**config.mk**
```make
export PLATFORM = sky130hd
export DESIGN_NAME = uart_driver
export DESIGN_NICKNAME = d
export VERILOG_FILES = /design/src/rtl/uart_pkg.sv /design/src/rtl/uart_bit_timer.sv /design/src/rtl/uart_driver.sv
export SDC_FILE = /design/constraint.sdc
export NUM_CORES = 1
export LEC_CHECK = 0
export ABC_AREA = 1
export BUFFER_PORTS_ARGS = -buffer_cell sky130_fd_sc_hd__buf_2
export CORE_MARGIN = 4
export CORE_UTILIZATION = 35
export CTS_CLUSTER_SIZE = 24
export DETAILED_ROUTE_END_ITERATION = 8
export GPL_ROUTABILITY_DRIVEN = 0
export GPL_TIMING_DRIVEN = 0
export MAX_ROUTING_LAYER = met4
export PLACE_DENSITY_LB_ADDON = 0.15
export SYNTH_ARGS = -nofsm -noshare
export SYNTH_HDL_FRONTEND = slang
export SYNTH_SLANG_ARGS = --single-unit
```
**constraint.sdc**
```tcl
create_clock -name clock -period 2.7 [get_ports clock]
set_input_delay 0.27 -clock clock [delete_from_list [all_inputs] [get_ports clock]]
set_output_delay 0.27 -clock clock [all_outputs]
set_load 0.01 [all_outputs]
```
**src/rtl/uart_pkg.sv**
```systemverilog
// Shared frame constants, FSM state types and baud-divisor helper for the UART endpoint.
package uart_pkg;

    localparam int DATA_BITS = 8;
    localparam int BIT_CNT_W = $clog2(DATA_BITS);
    localparam logic START_BIT = 1'b0;
    localparam logic STOP_BIT = 1'b1;

    // PARITY states are only entered when the parity option is compiled in.
    typedef enum logic [2:0] {
        TX_IDLE,
        TX_START,
        TX_DATA,
        TX_PARITY,
        TX_STOP
    } tx_state_t;

    typedef enum logic [2:0] {
        RX_IDLE,
        RX_START,
        RX_DATA,
        RX_PARITY,
        RX_STOP
    } rx_state_t;

    function automatic int calc_clks_per_bit(input int clock_freq, input int baud_rate);
        return clock_freq / baud_rate;
    endfunction

endpackage

```
**src/rtl/uart_bit_timer.sv**
```systemverilog
// Free-running bit-period down-counter; restart realigns it to the current edge.
module uart_bit_timer #(
    parameter int CLKS_PER_BIT = 868
) (
    input  logic clock,
    input  logic reset,
    input  logic restart,
    output logic tick_full,
    output logic tick_half
);

    localparam int CNT_W = $clog2(CLKS_PER_BIT);
    localparam logic [CNT_W-1:0] LOAD = CNT_W'(CLKS_PER_BIT - 1);
    // Fires CLKS_PER_BIT/2 cycles after a restart.
    localparam logic [CNT_W-1:0] HALF = CNT_W'(CLKS_PER_BIT - CLKS_PER_BIT / 2);

    logic [CNT_W-1:0] count;

    always_ff @(posedge clock or negedge reset) begin
        if (!reset) begin
            count <= LOAD;
        end else if (restart || count == '0) begin
            count <= LOAD;
        end else begin
            count <= count - 1'b1;
        end
    end

    assign tick_full = (count == '0);
    assign tick_half = (count == HALF);

endmodule

```
**src/rtl/uart_driver.sv**
```systemverilog
// Full-duplex 8N1 UART endpoint bridging serial lines to RX/TX byte streams.
// Optional parity bit after bit 7 when UART_PARITY_EN is defined (PARITY_ODD selects odd).
module uart_driver
    import uart_pkg::*;
#(
    parameter int CLOCK_FREQ = 100000000,
    parameter int BAUD_RATE  = 115200,
    parameter bit PARITY_ODD = 1'b0
) (
    input  logic                 clock,
    input  logic                 reset,
    input  logic                 io_uart_rx_serial,
    input  logic                 io_uart_rx_data_ready,
    output logic                 io_uart_rx_data_valid,
    output logic [DATA_BITS-1:0] io_uart_rx_data_bits_tdata,
    output logic                 io_uart_tx_serial,
    output logic                 io_uart_tx_data_ready,
    input  logic                 io_uart_tx_data_valid,
    input  logic [DATA_BITS-1:0] io_uart_tx_data_bits_tdata
);

    localparam int CLKS_PER_BIT = calc_clks_per_bit(CLOCK_FREQ, BAUD_RATE);
    localparam logic [BIT_CNT_W-1:0] LAST_BIT = BIT_CNT_W'(DATA_BITS - 1);

    tx_state_t            tx_state;
    logic [DATA_BITS-1:0] tx_shift;
    logic [BIT_CNT_W-1:0] tx_bit_cnt;
    logic                 tx_handshake;
    logic                 tx_tick;
    logic                 tx_tick_half_unused;

    rx_state_t            rx_state;
    logic                 rx_meta;
    logic                 rx_sync;
    logic [DATA_BITS-1:0] rx_shift;
    logic [BIT_CNT_W-1:0] rx_bit_cnt;
    logic                 rx_wait_high;
    logic                 rx_tick;
    logic                 rx_tick_half;
    logic                 rx_restart;
    logic                 rx_par_good;
    logic                 rx_deliver;

`ifdef UART_PARITY_EN
    logic tx_parity;
    logic rx_par_ok;
    assign rx_par_good = rx_par_ok;
`else
    logic unused_parity_odd;
    assign unused_parity_odd = PARITY_ODD;
    assign rx_par_good = 1'b1;
`endif

    // ready is high only in TX_IDLE, so a handshake always starts a frame.
    assign tx_handshake = io_uart_tx_data_valid && io_uart_tx_data_ready;

    uart_bit_timer #(
        .CLKS_PER_BIT(CLKS_PER_BIT)
    ) u_tx_timer (
        .clock    (clock),
        .reset    (reset),
        .restart  (tx_handshake),
        .tick_full(tx_tick),
        .tick_half(tx_tick_half_unused)
    );

    always_ff @(posedge clock or negedge reset) begin
        if (!reset) begin
            tx_state              <= TX_IDLE;
            tx_shift              <= '0;
            tx_bit_cnt            <= '0;
            io_uart_tx_serial     <= STOP_BIT;
            io_uart_tx_data_ready <= 1'b1;
`ifdef UART_PARITY_EN
            tx_parity             <= 1'b0;
`endif
        end else begin
            case (tx_state)
                TX_IDLE: begin
                    if (tx_handshake) begin
                        tx_shift              <= io_uart_tx_data_bits_tdata;
`ifdef UART_PARITY_EN
                        tx_parity             <= (^io_uart_tx_data_bits_tdata) ^ PARITY_ODD;
`endif
                        tx_state              <= TX_START;
                        io_uart_tx_serial     <= START_BIT;
                        io_uart_tx_data_ready <= 1'b0;
                    end
                end
                TX_START: begin
                    if (tx_tick) begin
                        tx_state          <= TX_DATA;
                        tx_bit_cnt        <= '0;
                        io_uart_tx_serial <= tx_shift[0];
                    end
                end
                TX_DATA: begin
                    if (tx_tick) begin
                        if (tx_bit_cnt == LAST_BIT) begin
`ifdef UART_PARITY_EN
                            tx_state          <= TX_PARITY;
                            io_uart_tx_serial <= tx_parity;
`else
                            tx_state          <= TX_STOP;
                            io_uart_tx_serial <= STOP_BIT;
`endif
                        end else begin
                            tx_bit_cnt        <= tx_bit_cnt + 1'b1;
                            tx_shift          <= tx_shift >> 1;
                            io_uart_tx_serial <= tx_shift[1];
                        end
                    end
                end
                TX_PARITY: begin
                    if (tx_tick) begin
                        tx_state          <= TX_STOP;
                        io_uart_tx_serial <= STOP_BIT;
                    end
                end
                TX_STOP: begin
                    if (tx_tick) begin
                        tx_state              <= TX_IDLE;
                        io_uart_tx_data_ready <= 1'b1;
                    end
                end
                default: begin
                    tx_state              <= TX_IDLE;
                    io_uart_tx_serial     <= STOP_BIT;
                    io_uart_tx_data_ready <= 1'b1;
                end
            endcase
        end
    end

    // Two-flop synchronizer; idles high so reset never looks like a start bit.
    always_ff @(posedge clock or negedge reset) begin
        if (!reset) begin
            rx_meta <= 1'b1;
            rx_sync <= 1'b1;
        end else begin
            rx_meta <= io_uart_rx_serial;
            rx_sync <= rx_meta;
        end
    end

    // Realign at the falling edge and again at mid-start, so data ticks land mid-bit.
    assign rx_restart = ((rx_state == RX_IDLE) || (rx_state == RX_START && rx_tick_half))
                        && (rx_sync == START_BIT);
    assign rx_deliver = (rx_state == RX_STOP) && !rx_wait_high && rx_tick
                        && (rx_sync == STOP_BIT) && rx_par_good;

    uart_bit_timer #(
        .CLKS_PER_BIT(CLKS_PER_BIT)
    ) u_rx_timer (
        .clock    (clock),
        .reset    (reset),
        .restart  (rx_restart),
        .tick_full(rx_tick),
        .tick_half(rx_tick_half)
    );

    always_ff @(posedge clock or negedge reset) begin
        if (!reset) begin
            rx_state     <= RX_IDLE;
            rx_shift     <= '0;
            rx_bit_cnt   <= '0;
            rx_wait_high <= 1'b0;
`ifdef UART_PARITY_EN
            rx_par_ok    <= 1'b1;
`endif
        end else begin
            case (rx_state)
                RX_IDLE: begin
                    if (rx_sync == START_BIT) rx_state <= RX_START;
                end
                RX_START: begin
                    if (rx_tick_half) begin
                        if (rx_sync == START_BIT) begin
                            rx_state   <= RX_DATA;
                            rx_bit_cnt <= '0;
                        end else begin
                            rx_state <= RX_IDLE;
                        end
                    end
                end
                RX_DATA: begin
                    if (rx_tick) begin
                        rx_shift <= {rx_sync, rx_shift[DATA_BITS-1:1]};
                        if (rx_bit_cnt == LAST_BIT) begin
`ifdef UART_PARITY_EN
                            rx_state <= RX_PARITY;
`else
                            rx_state <= RX_STOP;
`endif
                        end else begin
                            rx_bit_cnt <= rx_bit_cnt + 1'b1;
                        end
                    end
                end
                RX_PARITY: begin
                    if (rx_tick) begin
`ifdef UART_PARITY_EN
                        rx_par_ok <= (rx_sync == ((^rx_shift) ^ PARITY_ODD));
`endif
                        rx_state  <= RX_STOP;
                    end
                end
                RX_STOP: begin
                    // A low stop bit means framing error: hold off until the line idles.
                    if (rx_wait_high) begin
                        if (rx_sync == STOP_BIT) begin
                            rx_wait_high <= 1'b0;
                            rx_state     <= RX_IDLE;
                        end
                    end else if (rx_tick) begin
                        if (rx_sync == STOP_BIT) rx_state <= RX_IDLE;
                        else rx_wait_high <= 1'b1;
                    end
                end
                default: begin
                    rx_state     <= RX_IDLE;
                    rx_wait_high <= 1'b0;
                end
            endcase
        end
    end

    // Single-entry holding register; a byte arriving while full is dropped.
    always_ff @(posedge clock or negedge reset) begin
        if (!reset) begin
            io_uart_rx_data_valid      <= 1'b0;
            io_uart_rx_data_bits_tdata <= '0;
        end else if (rx_deliver && (!io_uart_rx_data_valid || io_uart_rx_data_ready)) begin
            io_uart_rx_data_valid      <= 1'b1;
            io_uart_rx_data_bits_tdata <= rx_shift;
        end else if (io_uart_rx_data_valid && io_uart_rx_data_ready) begin
            io_uart_rx_data_valid <= 1'b0;
        end
    end

endmodule

```
==> results by stage <==
Run status:
- The flow ran to the end, and the final reports show no timing, DRC or antenna violations.

Clock tree:
- Once the clock tree was built, the setup fixing pass inserted 0 buffers.
- The H-tree generated during clock tree synthesis spans 3 levels.
- TritonCTS created 9 clock buffers.
- The tree built by TritonCTS fans out to 62 sinks.
- At the later pin of the worst-skew pair, clock insertion delay measures 340 ps.
- In this run the clock root is driven by a clkbuf_8.
- In this run, post-CTS hold repair placed 0 buffers.
- TritonCTS built the clock tree.
- The clock transition at the registers of the reported paths is 70 ps.
- The clock passes through at most 2 buffers.
- The post-cts repair resize count is 0.

Final layout:
- The ratio of cells with drive above 1 in the final layout is 26.7%.
- From synthesis to final layout, the design area changed by 13.3%.
- Fill cells in the final layout number 891.
- The repair_antennas step left the layout with diodes totalling 0.
- In the final layout, flip-flops and latches occupy 1570 um2.
- At the end of the flow the core is filled with cells to 40.8%.
- The final layout net count is 404.
- The area of combinational cells with multiple inputs is 1400 um2.

Floorplanning:
- The floorplan has 34 rows.
- From left edge to right edge, the die measures 103 um.
- The initial utilization of the core area, before any placement, comes to 36.0%.
- The core footprint is 8720 um2.
- The count of boundary I/O pins is 24.
- The floorplan step defined a die boundary enclosing 10,600 um2.
- The vertical extent of the die is 103 um.

Global route:
- The first-pass GRT wire length is 10,900 um.
- The total track usage is 13.5%.
- The aggregate global routing overflow is 0.
- The number of antenna violations at the first check in global routing is 0.
- The number of global-route vias before repair is 2,367.
- Entering global routing, the biggest net connects 63 pins.

Setup path:
- Among the stages of the critical path, the cell type that occurs most often is nand2_1.
- The kind of launch point of the worst setup path is a flop.
- The critical path is of the flop to flop type.
- The arrival time at the worst endpoint is 2110 ps.
- The highest-delay cell along the critical path is dfstp_2.
- The worst setup path is captured at a flop.
- The highest net fanout along the worst path is 6.
- The critical path goes through inv_1 -> ha_1 -> nand2_1 -> nor2_1 -> nand3_1 -> nand2_1 -> nand2_1 -> nand2_1 -> or2_2.
- Across all register-to-register paths, the minimum setup slack is 850 ps.
- The required time reported for the critical path endpoint is 2960 ps.
- The highest cell delay on the worst timing path is 540 ps.

Place:
- OpenSTA, run right after detailed placement, puts the worst setup slack at 810 ps.
- Detailed placement ended at an HPWL of 4270 um.
- In this run the tool buffered the top-level ports with 23 buffer cells.

STA:
- Headroom to the max-slew limit came out at 48.3%.
- Of the available clock period, the critical path in the final layout requires 68.4%.
- Setup violations remaining at the end of the flow were counted as 0.
- The clock period could shrink to 1850 ps.
- The measured slew at the worst slew-check pin is 776 ps.
- For the final database, setup skew stands at 10.6 ps.
- Derived from the worst setup path, the maximum achievable clock frequency is 542 MHz.
- Setup repair after global routing left no endpoint under its margin.
- Once routing completed, OpenROAD measured the worst setup slack at 854 ps.
- Setup total negative slack on the finished layout was measured at 0 ps.
- The final number of max-transition violations is 0.
- The final hold violation count is 0.

Logic synthesis:
- The most used flip-flop cell after synthesis is dfrtp_1.
- For this run, the register share of the synthesized area comes to 50.0%.
- The synthesized net count is 370.
- Yosys printed 0 warnings.
- Sorting the synthesized cells by area gives the leading types as dfrtp_1, dfstp_2, nand2_1, nor2_1, o21ai_2.
- The share of synthesized registers carrying an async set or reset is 100%.
- The distinct cell type count after synthesis is 34.
- The synthesized design contains 62 register bits.
- Sorting the synthesized cells by how often they occur yields nand2_1, dfrtp_1, nor2_1, inv_1, nand3_1.
- The synthesized design contains 0 enable-type register cells.
- Synthesis handed over a netlist of 350 instances.
- The most frequent cell after synthesis is nand2_1.
- The mapped netlist covers 3140 um2.
- The average instance in the mapped netlist occupies 8.98 um2.
- The biggest area contributor in the post-synthesis netlist is dfrtp_1.
- The share of Yosys cell area claimed by the top area cell type is 36.6%.

Pwr:
- The power density normalized to cell area is 771 nW/um2.
- In this run the power spent charging and discharging nets is 0.974 mW.
- The maximum vdd ir drop is 0.000451 V.
- The clock network burns 26.1% of the power.
- The logic gate share of total power is 29.5%.
- The fraction of power spent switching nets is 35.5%.
- The share of total power dissipated in sequential elements is 44.4%.
- For this design the static power due to leakage is 1.84 nW.
- The internal power of the cells is 1.77 mW.
- The completed layout was analyzed and its total power is 2.74 mW.

Route:
- For this run, design rule violations remaining after detail routing come to 0.
- The total via count in the routed design is 2,322.
- The first routing iteration left 122 violations.
- The detail-routed net length per standard cell is 12.2 um.
- The total wirelength of the detailed-routed design is 6040 um.
- Once detail routing completed, the nets flagged for antenna violations numbered 0.
- In the routed layout, each cell is associated on average with a via count of 4.67.
- The first detailed-routing pass took 4 iterations.

Run:
- The number of max-cap violations is 0.

Min path:
- In this run the worst hold path is classified as input port to asynchronous set/reset pin.
[state kept, by name (all words and copies together) (netlist names)]
signal,flops
u_rx_timer.count,10
u_tx_timer.count,10
io_uart_rx_data_bits_tdata,8
rx_shift,8
tx_shift,8
rx_bit_cnt,3
rx_state,3
tx_bit_cnt,3
tx_state,3
io_uart_rx_data_valid,1
io_uart_tx_data_ready,1
io_uart_tx_serial,1
rx_meta,1
rx_sync,1
rx_wait_high,1
[metrics by stage]
step	instances	hold slack, ps	instance area, um2
global route	497	12.1	3560
global placement	481	345	3390
detailed placement	481	354	3390
floorplan	350	-25.6	3140
CTS	497	17.4	3560
finish	497	19.3	3560
[area by class of cell]
class | count | share of cell area, %
clock buffer | 11 | 3.97
timing repair buffer | 23 | 3.30
tap | 108 | 3.79
inverter | 37 | 3.97
buffer | 3 | 0.843
clock inverter | 5 | 0.703
sequential | 62 | 44.1
multi-input combinational | 248 | 39.3
[final timing paths]
kind                                               startpoint                             to  cells past startpoint
worst max-delay path            u_rx_timer.count[0]$_DFF_PN1_  u_rx_timer.count[5]$_DFF_PN1_                      9
worst min-delay path                                    reset  u_rx_timer.count[7]$_DFF_PN0_                      1
worst max register to register  u_rx_timer.count[0]$_DFF_PN1_  u_rx_timer.count[5]$_DFF_PN1_                      9
worst min register to register              rx_meta$_DFF_PN1_              rx_sync$_DFF_PN1_                      0
max in group asynchronous                               reset        rx_shift[4]$_DFFE_PN0P_                      1
min in group clock                          io_uart_rx_serial              rx_meta$_DFF_PN1_                      1
[critical path: cells and delay by family, from the launching register on]
kind                       cells  cell delay [ps]
DFF                            1              540
buffers and inverters          1               80
and+or+nand+nor                7              960
adders and majority gates      1              200
[kinds of logic after synthesis]
kind of cell | Yosys count | share of synthesized area [%]
xor gates and xnor gates | 8 | 2.23
buffers and inverters | 40 | 5.46
AOI/OAI and AO/OA | 39 | 8.80
and+or+nand+nor | 187 | 28.5
muxes | 7 | 2.23
adders and majority gates | 7 | 2.79
DFF | 62 | 50.0
[cell usage in the layout (no fill, tap or decap), types with 10 or more instances in the layout]
cell type / instances
nand2_1: 84
dfrtp_1: 46
nor2_1: 37
inv_1: 32
nand3_1: 24
buf_2: 22
dfstp_2: 16
o21ai_2: 15
o21ai_0: 14
clkbuf_8: 10
[metal layers]
layer  track usage (%)  share of wire (%)
met2              20.2                 44
met3              3.86                4.6
met1              17.1                 50
met4              5.58                1.7
met5                 -                  0
[power groups by stage]
stage | sequential [mW] | combinational (mW) | clock [mW]
after floorplan | 1.21 | 0.664 | 0
after global placement | 1.23 | 0.811 | 0
after detailed placement | 1.23 | 0.827 | 0
after CTS | 1.22 | 0.827 | 0.751
after global routing | 1.24 | 0.926 | 0.792
final | 1.22 | 0.810 | 0.715
Note: power is estimated with default switching activity, not from simulation.
